File: src/rtl/regfile_wb_arbiter.sv
// regfile_wb_arbiter
// ------------------
// Shares the register file's single write port between two writeback sources:
// ALU results (source A) and load data (source B). At most one request is
// accepted per cycle over a valid/ready handshake. The accepted write is
// registered onto WRITE_ENABLE/WRITE_REG/WRITE_DATA and also forwarded to
// both read ports through the bypass outputs while it is in flight.
//
// Parameters:
//   DATA_WIDTH    - write data width
//   ADDR_WIDTH    - register index width
//   PRIORITY_MODE - 0: round-robin between A and B, 1: fixed, B wins
//   COUNT_WIDTH   - width of the saturating collision counter
//
// Ports:
//   CLK, RST                     - clock, synchronous active-high reset
//   A_VALID/A_REG/A_DATA/A_READY - ALU writeback handshake (READY combinational)
//   B_VALID/B_REG/B_DATA/B_READY - load writeback handshake (READY combinational)
//   WRITE_ENABLE/REG/DATA        - registered write to register_file
//   READ_REG_1/2                 - read addresses presented to register_file
//   BYP_HIT_1/2, BYP_DATA_1/2    - in-flight write forwarding (combinational)
//   COLLISION_COUNT              - cycles with both sources valid, saturating
module regfile_wb_arbiter #(
  parameter int DATA_WIDTH    = 32,
  parameter int ADDR_WIDTH    = 5,
  parameter int PRIORITY_MODE = 0,
  parameter int COUNT_WIDTH   = 16
) (
  input  logic                   CLK,
  input  logic                   RST,
  input  logic                   A_VALID,
  input  logic [ADDR_WIDTH-1:0]  A_REG,
  input  logic [DATA_WIDTH-1:0]  A_DATA,
  output logic                   A_READY,
  input  logic                   B_VALID,
  input  logic [ADDR_WIDTH-1:0]  B_REG,
  input  logic [DATA_WIDTH-1:0]  B_DATA,
  output logic                   B_READY,
  output logic                   WRITE_ENABLE,
  output logic [ADDR_WIDTH-1:0]  WRITE_REG,
  output logic [DATA_WIDTH-1:0]  WRITE_DATA,
  input  logic [ADDR_WIDTH-1:0]  READ_REG_1,
  input  logic [ADDR_WIDTH-1:0]  READ_REG_2,
  output logic                   BYP_HIT_1,
  output logic                   BYP_HIT_2,
  output logic [DATA_WIDTH-1:0]  BYP_DATA_1,
  output logic [DATA_WIDTH-1:0]  BYP_DATA_2,
  output logic [COUNT_WIDTH-1:0] COLLISION_COUNT
);

  localparam logic [ADDR_WIDTH-1:0]  REG_ZERO  = {ADDR_WIDTH{1'b0}};
  localparam logic [DATA_WIDTH-1:0]  DATA_ZERO = {DATA_WIDTH{1'b0}};
  localparam logic [COUNT_WIDTH-1:0] CNT_MAX   = {COUNT_WIDTH{1'b1}};
  localparam logic [COUNT_WIDTH-1:0] CNT_ONE   = {{(COUNT_WIDTH-1){1'b0}}, 1'b1};
  localparam bit                     FIXED_B   = (PRIORITY_MODE != 32'sd0);

  logic                   grant_a_s;
  logic                   grant_b_s;
  logic [ADDR_WIDTH-1:0]  win_reg_s;
  logic [DATA_WIDTH-1:0]  win_data_s;
  logic                   we_r;
  logic [ADDR_WIDTH-1:0]  wreg_r;
  logic [DATA_WIDTH-1:0]  wdata_r;
  logic                   ptr_r;    // 0: A favoured on contention, 1: B favoured
  logic [COUNT_WIDTH-1:0] count_r;

  // Grant selection; nothing is accepted during a reset cycle.
  always_comb begin
    grant_a_s = 1'b0;
    grant_b_s = 1'b0;
    if (RST) begin
      grant_a_s = 1'b0;
      grant_b_s = 1'b0;
    end else if (A_VALID && B_VALID) begin
      if (FIXED_B || ptr_r) begin
        grant_b_s = 1'b1;
      end else begin
        grant_a_s = 1'b1;
      end
    end else if (A_VALID) begin
      grant_a_s = 1'b1;
    end else if (B_VALID) begin
      grant_b_s = 1'b1;
    end else begin
      grant_a_s = 1'b0;
      grant_b_s = 1'b0;
    end
  end

  // Winner's destination and data.
  always_comb begin
    win_reg_s  = A_REG;
    win_data_s = A_DATA;
    if (grant_b_s) begin
      win_reg_s  = B_REG;
      win_data_s = B_DATA;
    end else begin
      win_reg_s  = A_REG;
      win_data_s = A_DATA;
    end
  end

  // Write register, round-robin pointer and collision counter.
  always_ff @(posedge CLK) begin
    if (RST) begin
      we_r    <= 1'b0;
      wreg_r  <= REG_ZERO;
      wdata_r <= DATA_ZERO;
      ptr_r   <= 1'b0;
      count_r <= {COUNT_WIDTH{1'b0}};
    end else begin
      // Writes to x0 complete the handshake but are dropped; REG/DATA then hold.
      if ((grant_a_s || grant_b_s) && (win_reg_s != REG_ZERO)) begin
        we_r    <= 1'b1;
        wreg_r  <= win_reg_s;
        wdata_r <= win_data_s;
      end else begin
        we_r    <= 1'b0;
      end

      if (FIXED_B) begin
        ptr_r <= 1'b0;
      end else if (grant_a_s) begin
        ptr_r <= 1'b1;
      end else if (grant_b_s) begin
        ptr_r <= 1'b0;
      end else begin
        ptr_r <= ptr_r;
      end

      if (A_VALID && B_VALID && (count_r != CNT_MAX)) begin
        count_r <= count_r + CNT_ONE;
      end else begin
        count_r <= count_r;
      end
    end
  end

  assign A_READY         = grant_a_s;
  assign B_READY         = grant_b_s;
  assign WRITE_ENABLE    = we_r;
  assign WRITE_REG       = wreg_r;
  assign WRITE_DATA      = wdata_r;
  assign COLLISION_COUNT = count_r;

  // Forward the in-flight write; x0 never hits.
  always_comb begin
    BYP_HIT_1  = we_r && (READ_REG_1 == wreg_r) && (READ_REG_1 != REG_ZERO);
    BYP_HIT_2  = we_r && (READ_REG_2 == wreg_r) && (READ_REG_2 != REG_ZERO);
    BYP_DATA_1 = BYP_HIT_1 ? wdata_r : DATA_ZERO;
    BYP_DATA_2 = BYP_HIT_2 ? wdata_r : DATA_ZERO;
  end

endmodule

File: config.mk
export PLATFORM = sky130hd
export DESIGN_NAME = regfile_wb_arbiter
export DESIGN_NICKNAME = d
export VERILOG_FILES = /design/src/rtl/regfile_wb_arbiter.sv
export SDC_FILE = /design/constraint.sdc
export NUM_CORES = 1
export LEC_CHECK = 0
export BUFFER_PORTS_ARGS = -buffer_cell sky130_fd_sc_hd__buf_2
export CORE_AREA = 10 10 116 118
export CTS_CLUSTER_SIZE = 10
export DETAILED_ROUTE_END_ITERATION = 12
export DIE_AREA = 0 0 126 128
export PLACE_DENSITY = 0.62
export SYNTH_ARGS = -nofsm -noshare
export SYNTH_HDL_FRONTEND = slang
export SYNTH_SLANG_ARGS = --single-unit
File: constraint.sdc
create_clock -name CLK -period 2.05 [get_ports CLK]
set_input_delay 0.205 -clock CLK [delete_from_list [all_inputs] [get_ports CLK]]
set_output_delay 0.205 -clock CLK [all_outputs]
set_load 0.01 [all_outputs]
### Word-level counts from Yosys, hierarchy flattened

Cells that the tools add are included.

| operators by class | value |
|---|---|
| add/subtract/negate cells | 1 |
| eq/ne operators | 3 |
| multiplexer cells | 16 |
| reduce and logical (&&, ||, !) cells | 12 |

Operator list:

| kind | count |
|---|---|
| 2-to-1 mux 32 bit | 3 |
| adder 16 x 1 -> 16 bit, second input constant | 1 |
| != test 16 bit, second input constant | 1 |
| nonzero test 5 bit | 3 |
| 2-to-1 mux 1 bit | 12 |
| equality test 5 bit | 2 |
| logical AND 1 bit | 7 |
| 2-to-1 mux 5 bit | 1 |
| nonzero test 2 bit | 1 |
| logical OR 1 bit | 1 |

| word-level totals | value |
|---|---|
| register bits after elaboration | 55 |
| bits of input ports | 88 |
| output and inout port bits | 122 |
| word-level logic and storage cells | 37 |

### Longest topological paths before layout

Gate-level depths: netlist of run 1.

| logic depth | value |
|---|---|
| word-level depth | 8 |
| mapped depth | 7 |
| depth with buffers taken out | 6 |

### Worst setup path after synthesis of run 1

No wires, ideal clock.

| path | value |
|---|---|
| path kind | input -> register |
| start point | input port A_REG[2] |
| end point | register wdata_r[12], in the netlist WRITE_DATA[12] |
| setup time | 0.089 ns |
| data arrival time | 1.650 ns |
| required time | 1.961 ns |
| path slack | 0.311 ns |
| stages | 6 |
| buffers on the path | 2 |
| cells stage by stage | or4_1 or2_0 o221a_2 buf_6 buf_6 a311oi_2 |

| on the way | value |
|---|---|
| longest elaborated chain between the ends | 3 |

Ends and longest elaborated chain:

| element | line | source |
|---|---|---|
| from (decl) | 32 | `input logic [ADDR_WIDTH-1:0] A_REG,` |
| 2-to-1 mux 5 bit | 94 | `if (grant_b_s) begin` |
| nonzero test 5 bit | 113 | `if ((grant_a_s \|\| grant_b_s) && (win_reg_s != REG_ZERO)) begin` |
| logical AND 1 bit | 113 |  |
| to (signal assigned) | 116 | `wdata_r <= win_data_s;` |
| to (decl) | 63 | `logic [DATA_WIDTH-1:0] wdata_r;` |

No other way between the ends.
A chain may end at the register's enable or synchronous reset.

### Worst setup path after layout of run 1

| path | value |
|---|---|
| start point | register wreg_r[2], in the netlist WRITE_REG[2] |
| end point | output port BYP_DATA_2[23] |

| on the way | value |
|---|---|
| longest elaborated chain between the ends | 4 |

Ends and longest elaborated chain:

| element | line | source |
|---|---|---|
| from (decl) | 62 | `logic [ADDR_WIDTH-1:0] wreg_r;` |
| from (signal assigned) | 115 | `wreg_r <= win_reg_s;` |
| equality test 5 bit | 149 | `BYP_HIT_2 = we_r && (READ_REG_2 == wreg_r) && (READ_REG_2 != REG_ZERO);` |
| logical AND 1 bit (2 in series) | 149 |  |
| 2-to-1 mux 32 bit | 151 | `BYP_DATA_2 = BYP_HIT_2 ? wdata_r : DATA_ZERO;` |
| to (decl) | 47 | `output logic [DATA_WIDTH-1:0] BYP_DATA_2,` |

No other way between the ends.

==> results of run 1 <==
[cell usage in the layout, fill, tap and decap left out, drive strengths merged, types with 3 or more instances in the layout]
cell	n
a21oi	7
a311oi	32
and2	66
and3	3
and4	5
buf	221
clkbuf	6
dfxtp	55
diode	3
inv	4
mux2i	6
nand2	67
nand3	12
nand4	4
nor2	51
nor3	8
nor4	4
o211ai	3
o21ai	4
o32ai	4
xnor2	5
xor2	13
[power by group through the flow]
stage	combinational, W	sequential, W	clock [W]
2_1_floorplan	0.000277	0.00124	0
3_3_place_gp	0.000518	0.00122	0
3_5_place_dp	0.000535	0.00123	0
4_1_cts	0.000535	0.00120	0.00102
5_1_grt	0.000585	0.00122	0.00106
6_report	0.000529	0.00120	0.000986
[metal layers]
layer	share of wire, %	track usage, %	vias up
met4	1.1	3.22	0
li1	-	-	1791
met1	39	15.1	1673
met2	51	25.3	135
met3	8.3	5.21	10
met5	0	0	-
[what timing repair did]
action / in CTS / in global routing
resized for setup: 0 / 6
endpoints found under the setup margin: 0 / 64
setup buffers: 0 / 0
[cell usage after synthesis, types with 2 or more instances]
cell type,n
a311oi_2,27
o32ai_2,2
nand3_1,12
a21oi_1,7
a311oi_1,5
o21ai_0,3
clkbuf_1,21
and4_1,5
nor3_1,8
nor2_1,51
mux2i_1,6
nand4_1,4
or4_1,2
xor2_1,13
o32ai_1,2
buf_6,4
inv_1,4
and3_1,3
and2_1,66
buf_2,2
xnor2_1,5
nor4_1,4
nand2_1,67
o211ai_1,3
dfxtp_1,55
[cell families (layout without fill, tap and decap cells)]
| family | count (synthesis) | count (layout) | synth area share [%] |
|---|---|---|---|
| adder cells (fa/ha/maj) | 1 | 1 | 0.383 |
| other | 0 | 3 | 0 |
| AO/OA/AOI/OAI | 57 | 57 | 19.5 |
| flip-flops | 55 | 55 | 33.7 |
| AND/OR/NAND/NOR | 229 | 229 | 34.6 |
| XOR/XNOR | 18 | 18 | 4.82 |
| multiplexers | 7 | 7 | 2.18 |
| buffers and inverters | 33 | 234 | 4.79 |
[worst min-delay path by stage]
stage,from,to,slack (ps),cells after the start
2_1_floorplan,A_VALID,ptr_r,320,1
3_3_place_gp,A_VALID,ptr_r,460,2
3_5_place_dp,A_VALID,ptr_r,460,2
4_1_cts,A_VALID,ptr_r,170,2
5_1_grt,A_VALID,ptr_r,190,2
6_report,A_VALID,ptr_r,170,2
[registers in the layout, indices dropped and copies added, names as in the netlist]
name,count
WRITE_DATA,32
WRITE_ENABLE,1
ptr_r,1
COLLISION_COUNT,16
WRITE_REG,5
[critical path, cell delays in order, from the launching register on]
cell	delay, ps
dfxtp_2	350
xor2_1	170
nor3_1	190
nand3_1	110
nor2_2	140
buf_12	180
and2_1	150
buf_2	130
[metrics by stage]
step	worst slack (ps)	power, W
after floorplan	311	0.00152
after global placement	147	0.00174
after detailed placement	98.6	0.00176
after CTS	50.0	0.00276
after global routing	-14.4	0.00287
final	112	0.00272
[cell type report]
type                    instances  share of cell area (%)
inverters                       5                   0.400
diodes                          3                   0.160
clock buffers                   6                    2.96
flip-flops and latches         55                    23.5
repair buffers                221                    25.0
multi-input cells             312                    43.4
clock inverters                 2                   0.747
well taps                     143                    3.81
==> reports/results.txt, run 1 <==
I/O Pins -> 210
Final nets -> 689
Worst Path Max Fanout -> 34
Global route overflow -> 0
Syn Area/Cell -> 8.17 sq um
Sequential power share -> 44.2%
DRC -> 0
WS Path Type -> reg -> out
HPWL after DPL -> 9550 um
Clock tree sinks -> 55
Post-DP Area -> 4500 sq um
Antenna violation net count after detailed routing -> 0
Status -> finished, final reports clean
Final slew viol count -> 0
Final Instance Count excl. Fillers -> 747
Starting density of the core -> 29.1%
Power Dens Cells -> 579 nW/um^2
Post-synth top area share -> 33.7%
Die Wd -> 126 um
RSZ-0062 raised after global routing -> true
Via count -> 3609
# hold bufs at CTS -> 0
Worst reg2reg startpoint -> ptr_r
Drt first pass iters -> 4
Hold slack -> 167 ps
Hold Vio Cnt, Final -> 0
DP Cell Count -> 736
Asr flop ratio synth -> 0%
Fin util -> 41.8%
Num CTS Buffers -> 5
Mapped Area -> 3270 sq um
Final GP Congestion -> 0.806
Clk pwr share -> 36.3%
CP arrival -> 1730 ps
Register Area -> 1100 sq um
DR iter-0 viols -> 191
Worst Path Required -> 1850 ps
Clock slew at reported path FFs -> 70 ps
Comb power frac -> 19.5%
FF-to-FF End -> WRITE_REG[1]
P_int -> 0.00198 W
Number of global-route vias before repair -> 3894
Syn nets -> 489
Commonest register cell after synthesis -> dfxtp_1
Syn Inst Count -> 400
Largest net degree at the start of global routing -> 68
H-tree depth -> 2
CTS max path bufs -> 2
Global-route wire length before repair -> 19100 um
Cell leakage power -> 2.32 nW
P_sw -> 0.000737 W
CP Capture Type -> primary output
Multi-input gate area -> 2030 sq um
Number of enable flip-flop cells after synthesis -> 0
Largest cells by area after synthesis -> dfxtp_1, and2_1, a311oi_2, nand2_1, nor2_1
Synth area leader -> dfxtp_1
Slew @ Worst Pin -> 499 ps
Clock skew -> 5.60 ps
# rows -> 39
Setup TNS Final -> 0 ps
Final setup fails -> 0
Routed wire length -> 11900 um
Die Height -> 128 um
DR vias/cell -> 4.83
Ratio of cells with drive above 1 in the final layout -> 44.8%
Full die area -> 16100 sq um
IO buf count -> 209
Sequential cell area fraction in the yosys report -> 33.7%
Worst setup path end -> BYP_DATA_2[23]
Sw frac -> 27.1%
Drt wl/cell -> 16.0 um
Fmax -> 0.516 GHz
TritonCTS clock tree -> yes
Area of the core -> 11200 sq um
Total GRT Usage -> 14.0%
Register bit count reported by yosys -> 55
R2R Setup Slk -> 350 ps
Clk_lat worst skew -> 280 ps
Worst hold path class -> in -> reg
Crit. Startpoint -> WRITE_REG[2]
Synth unique cells -> 44
Yosys warnings -> 0
FF-to-FF path depth -> 6
Slew HR -> 66.3%
Layout area overhead -> 43.5%
Clk Tree Root Cell -> clkbuf_16
Initial antenna violation count -> 2
Final period util -> 94.5%
FILL cells -> 1141
Final Instance Area -> 4690 sq um
Worst Setup Start Kind -> flop
Total of max-cap violations -> 0
Min Tclk post-route -> 1940 ps
Max IR drop VDD -> 0.354 mV
Power figures use the tool's default switching activity.
==> run 2, diff against run 1 <==
--- a/config.mk
+++ b/config.mk
@@ -10,7 +10,6 @@
 export CTS_CLUSTER_SIZE = 10
 export DETAILED_ROUTE_END_ITERATION = 12
 export DIE_AREA = 0 0 126 128
-export PLACE_DENSITY = 0.62
 export SYNTH_ARGS = -nofsm -noshare
 export SYNTH_HDL_FRONTEND = slang
 export SYNTH_SLANG_ARGS = --single-unit
==> run 2 against run 1 <==
Net effect:
- core utilization grew 1.7 points
- die area is the same
- via count grew 1.8%
- sequential share of layout area shrank 0.85 points
- cell count grew 0.54%
- clock skew is essentially flat
- global-route usage shrank 0.10 points
- non-clock buffer count grew 7
- worst setup slack lost 74 ps
- critical path depth grew 1
- sequential power is essentially flat
- worst hold slack lost 5.4 ps
- largest cell class unchanged
==> reports/results.txt, run 2 (same netlist as run 1, synthesis figures left out) <==
Status -> finished, final reports clean
P_sw -> 0.000750 W
Min Tclk post-route -> 2010 ps
Layout area overhead -> 49.2%
Cell family with the largest share of critical-path delay -> simple AND/OR/NAND/NOR gates
Final setup fails -> 0
IO buf count -> 209
Sequential power share -> 46.5%
DR iter-0 viols -> 174
CP bufs+invs -> 3
Clk pwr share -> 32.2%
CP max stage delay -> 370 ps
H-tree depth -> 2
Clock skew -> 5.99 ps
Full die area -> 16100 sq um
I/O Pins -> 210
HPWL after DPL -> 9520 um
Hold Vio Cnt, Final -> 0
Fmax -> 0.497 GHz
Slew @ Worst Pin -> 465 ps
Routed wire length -> 12800 um
Die Height -> 128 um
Cell leakage power -> 2.38 nW
Final GP Congestion -> 0.843
CP Cell Sequence -> xor2_2 -> nor3_2 -> nand3_2 -> nor2_4 -> buf_12 -> clkbuf_16 -> and2_1 -> buf_2
Worst Path Required -> 1850 ps
Commonest cells after routing, fill and taps aside -> buf_2, nand2_1, and2_1
Max IR drop VDD -> 0.386 mV
FILL cells -> 1151
WS Path Type -> reg -> out
Global-route wire length before repair -> 18900 um
Number of global-route vias before repair -> 3842
Number of flip-flops in the largest register -> 32
TritonCTS clock tree -> yes
Global route overflow -> 0
Clk Tree Root Cell -> clkbuf_16
Area of the core -> 11200 sq um
# rows -> 39
DRC -> 0
Clock tree sinks -> 55
Ratio of cells with drive above 1 in the final layout -> 46.9%
Power Dens Cells -> 531 nW/um^2
Num CTS Buffers -> 5
P_int -> 0.00184 W
Comb power frac -> 21.4%
Sw frac -> 29.0%
Fin util -> 43.5%
CP Capture Type -> primary output
Final period util -> 98.1%
Worst Setup Start Kind -> flop
CP arrival -> 1810 ps
Worst Path Max Fanout -> 8
Met2 routed WL -> 6360 um
Worst hold path class -> in -> reg
Wl on met1 -> 5170 um
Total of max-cap violations -> 0
Die Wd -> 126 um
Critical-path top delay cell -> dfxtp_4
Slew HR -> 68.8%
Setup TNS Final -> 0 ps
Clock slew at reported path FFs -> 70 ps
Top Metal Used -> met4
Largest net degree at the start of global routing -> 35
Via count -> 3675
DR WL met3 -> 1100 um
Clk_lat worst skew -> 290 ps
CTS max path bufs -> 2
Starting density of the core -> 29.1%
Antenna violation net count after detailed routing -> 0
Final nets -> 696
Drt wl/cell -> 17.0 um
Final slew viol count -> 0
Total GRT Usage -> 13.9%
RSZ-0062 raised after global routing -> true
Drt first pass iters -> 4
Ant. Diodes -> 0
Most common cell after layout, fill and taps aside -> buf_2
DR vias/cell -> 4.89
Final Power -> 0.00259 W
Initial antenna violation count -> 0
[run 2: cell count changes in the layout (fill, tap and decap cells not counted), moves of 3 or more]
cell       before  now
and2_1         62   55
buf_6           0    9
buf_2         209  201
clkbuf_16       5    8
and2_4          4   11
diode_2         3    0
[run 2: power groups by stage]
stage	registers (W)	logic, W	clock network, W
after detailed placement	0.00123	0.000542	0
final	0.00120	0.000553	0.000833
after global placement	0.00122	0.000530	0
after global routing	0.00122	0.000608	0.000899
after floorplan	0.00124	0.000277	0
after CTS	0.00120	0.000543	0.000873
[run 2: path summary, 6_finish.rpt]
path / start / to / slack [ps] / depth (start not counted)
min reg2reg: ptr_r / ptr_r / 490 / 1
max: WRITE_REG[2] / BYP_DATA_2[18] / 40 / 8
min: A_VALID / ptr_r / 160 / 2
max reg2reg: COLLISION_COUNT[6] / COLLISION_COUNT[13] / 330 / 5
[run 2: cell type report]
type / count / area [sq um] / share of cell area, %
multi-input combinational: 312 / 2070 / 42.5
sequential: 55 / 1110 / 22.7
clock inverter: 2 / 12.5 / 0.257
timing repair buffer: 228 / 1360 / 27.8
clock buffer: 6 / 129 / 2.64
inverter: 5 / 18.8 / 0.385
tap: 143 / 179 / 3.67
[run 2: what timing repair did]
action | CTS | global route
resized for setup | 0 | 29
hold buffers | 0 | 0
setup buffers | 0 | 1
endpoints found under the setup margin | 0 | 64
[run 2: metal layers]
layer	track usage [%]	vias to the layer above
met5	0	-
met4	2.34	0
met3	5.50	10
met2	25.0	146
met1	15.2	1719
li1	-	1800
[run 2: per-stage QoR]
| stage | hold WS [ps] | std cells | setup slack (ps) | cell area (sq um) |
|---|---|---|---|---|
| 4_1_cts | 154 | 746 | 68.2 | 4670 |
| 3_5_place_dp | 456 | 738 | 159 | 4520 |
| 3_3_place_gp | 450 | 738 | 187 | 4520 |
| 2_1_floorplan | 315 | 400 | 311 | 3270 |
| 5_1_grt | 164 | 751 | -43.4 | 4880 |
| 6_report | 162 | 751 | 38.5 | 4880 |
[run 2: worst register-to-register path, delay by kind of cell (launching register included)]
family,cells,cell delay (ps)
and+or+nand+nor,4,1000
DFF,1,430
xor gates and xnor gates,1,160
==> run 3, diff against run 2 <==
--- a/config.mk
+++ b/config.mk
@@ -6,10 +6,11 @@
 export NUM_CORES = 1
 export LEC_CHECK = 0
 export BUFFER_PORTS_ARGS = -buffer_cell sky130_fd_sc_hd__buf_2
-export CORE_AREA = 10 10 116 118
+export CORE_AREA = 10 10 102 104
 export CTS_CLUSTER_SIZE = 10
 export DETAILED_ROUTE_END_ITERATION = 12
-export DIE_AREA = 0 0 126 128
+export DIE_AREA = 0 0 112 114
+export PLACE_DENSITY = 0.75
 export SYNTH_ARGS = -nofsm -noshare
 export SYNTH_HDL_FRONTEND = slang
 export SYNTH_SLANG_ARGS = --single-unit
==> run 3 against run 2 <==
Net effect:
- sequential power hardly changed
- flip-flop and latch count did not move
- clock power is 27% lower
- cell count down 4.9%
- worst setup slack worse by 12 ps
- wire length is 6.5% lower
- first-iteration DRC count up 13%
- critical endpoint is now BYP_DATA_2[19]
- largest power group unchanged
==> reports/results.txt, run 3 (same netlist as run 1, synthesis figures left out) <==
Status -> finished, final reports clean
TritonCTS clock tree -> yes
Die Wd -> 112 um
HPWL after DPL -> 9390 um
Initial antenna violation count -> 0
Hold Vio Cnt, Final -> 0
Most common cell after layout, fill and taps aside -> buf_2
Number of flip-flops in the largest register -> 32
Final slew viol count -> 0
DR vias/cell -> 5.16
Final period util -> 98.7%
Worst Setup Start Kind -> flop
Clk_lat worst skew -> 310 ps
Fmax -> 0.494 GHz
Top Metal Used -> met4
Slew HR -> 49.8%
CTS max path bufs -> 2
Global route overflow -> 0
DR iter-0 viols -> 196
Largest net degree at the start of global routing -> 56
Register Area -> 1110 sq um
Routed wire length -> 12000 um
H-tree depth -> 2
Met2 routed WL -> 6120 um
Num CTS Buffers -> 5
Drt first pass iters -> 4
Drt wl/cell -> 16.7 um
Clock skew -> 8.94 ps
Antenna violation net count after detailed routing -> 0
CP arrival -> 1820 ps
Area of the core -> 8470 sq um
Clk Tree Root Cell -> clkbuf_8
Global-route wire length before repair -> 17900 um
Ant. Diodes -> 0
IO buf count -> 209
Final setup fails -> 0
Final Power -> 0.00235 W
Clock slew at reported path FFs -> 100 ps
Ratio of cells with drive above 1 in the final layout -> 46.0%
Commonest cells after routing, fill and taps aside -> buf_2, nand2_1, and2_1
Setup TNS Final -> 0 ps
Total GRT Usage -> 16.5%
Die Height -> 114 um
DRC -> 0
Power Dens Cells -> 501 nW/um^2
# hold bufs at CTS -> 0
Cell leakage power -> 2.32 nW
Worst hold path class -> in -> reg
Final Instance Area -> 4690 sq um
Post-DP Area -> 4460 sq um
I/O Pins -> 210
CP Capture Type -> primary output
Total of max-cap violations -> 0
R2R Setup Slk -> 250 ps
Layout area overhead -> 43.4%
Full die area -> 12800 sq um
WS Path Type -> reg -> out
FILL cells -> 802
Wl on met1 -> 4470 um
Final Instance Count excl. Fillers -> 714
Worst Path Required -> 1850 ps
Clock tree sinks -> 55
Slew @ Worst Pin -> 753 ps
DP Cell Count -> 703
RSZ-0062 raised after global routing -> true
Multi-input gate area -> 2060 sq um
# rows -> 34
Min Tclk post-route -> 2020 ps
Final nets -> 694
Fin util -> 55.4%
DR WL met3 -> 1120 um
Via count -> 3686
Number of global-route vias before repair -> 3775
Final GP Congestion -> 0.804
Worst Path Max Fanout -> 21
Max IR drop VDD -> 0.293 mV
Starting density of the core -> 38.6%
[run 3: changes by cell type in the layout (fill, tap and decap cells not counted)]
cell / before / now
clkbuf_16: 8 / 0
and2_1: 55 / 60
and2_4: 11 / 6
clkbuf_8: 0 / 5
buf_12: 5 / 3
buf_2: 201 / 203
buf_8: 0 / 2
buf_4: 10 / 9
clkbuf_1: 1 / 0
clkinvlp_4: 1 / 2
[run 3: cell type report]
| type | count | share of cell area (%) |
|---|---|---|
| Multi-Input combinational cell | 312 | 44.0 |
| Timing Repair Buffer | 226 | 27.2 |
| Tap cell | 108 | 2.88 |
| Clock inverter | 3 | 0.427 |
| Clock buffer | 5 | 1.47 |
| Sequential cell | 55 | 23.6 |
| Inverter | 5 | 0.401 |
[run 3: metrics by stage]
| stage | setup slack (ps) | hold WS (ps) |
|---|---|---|
| global route | -114 | 137 |
| global placement | 180 | 450 |
| finish | 26.4 | 146 |
| detailed placement | 130 | 461 |
| CTS | 12.5 | 133 |
| floorplan | 311 | 315 |
[run 3: path summary, 6_finish.rpt]
path / startpoint / end / depth (start not counted)
min: A_VALID / ptr_r / 2
min reg2reg: ptr_r / ptr_r / 1
max: WRITE_REG[2] / BYP_DATA_2[19] / 7
max reg2reg: COLLISION_COUNT[0] / COLLISION_COUNT[1] / 5
[run 3: per-layer routing]
metal | global-route usage, % | up-vias
met5 | 0 | -
met4 | 4.23 | 0
met2 | 29.6 | 152
met3 | 6.93 | 18
li1 | - | 1793
met1 | 17.4 | 1723
[run 3: worst max-delay path, stage by stage (launching register included)]
cell	delay, ps
dfxtp_4	380
xor2_1	160
nor3_1	220
nand3_1	120
nor2_2	160
buf_6	200
and2_1	140
buf_2	130
[run 3: repair_timing]
item | 4_1_cts | 5_1_grt
setup endpoints to repair | 19 | 65
gates resized for setup | 1 | 29
setup buffers | 0 | 1
cloned | 0 | 2
pin swaps | 0 | 1
endpoints found under the hold margin | 0 | 0
[run 3: power by group]
group          switching, W  leakage, nW  internal (W)
sequential        0.0000712        0.454       0.00114
combinational      0.000294         1.83      0.000245
clock              0.000365       0.0402      0.000239
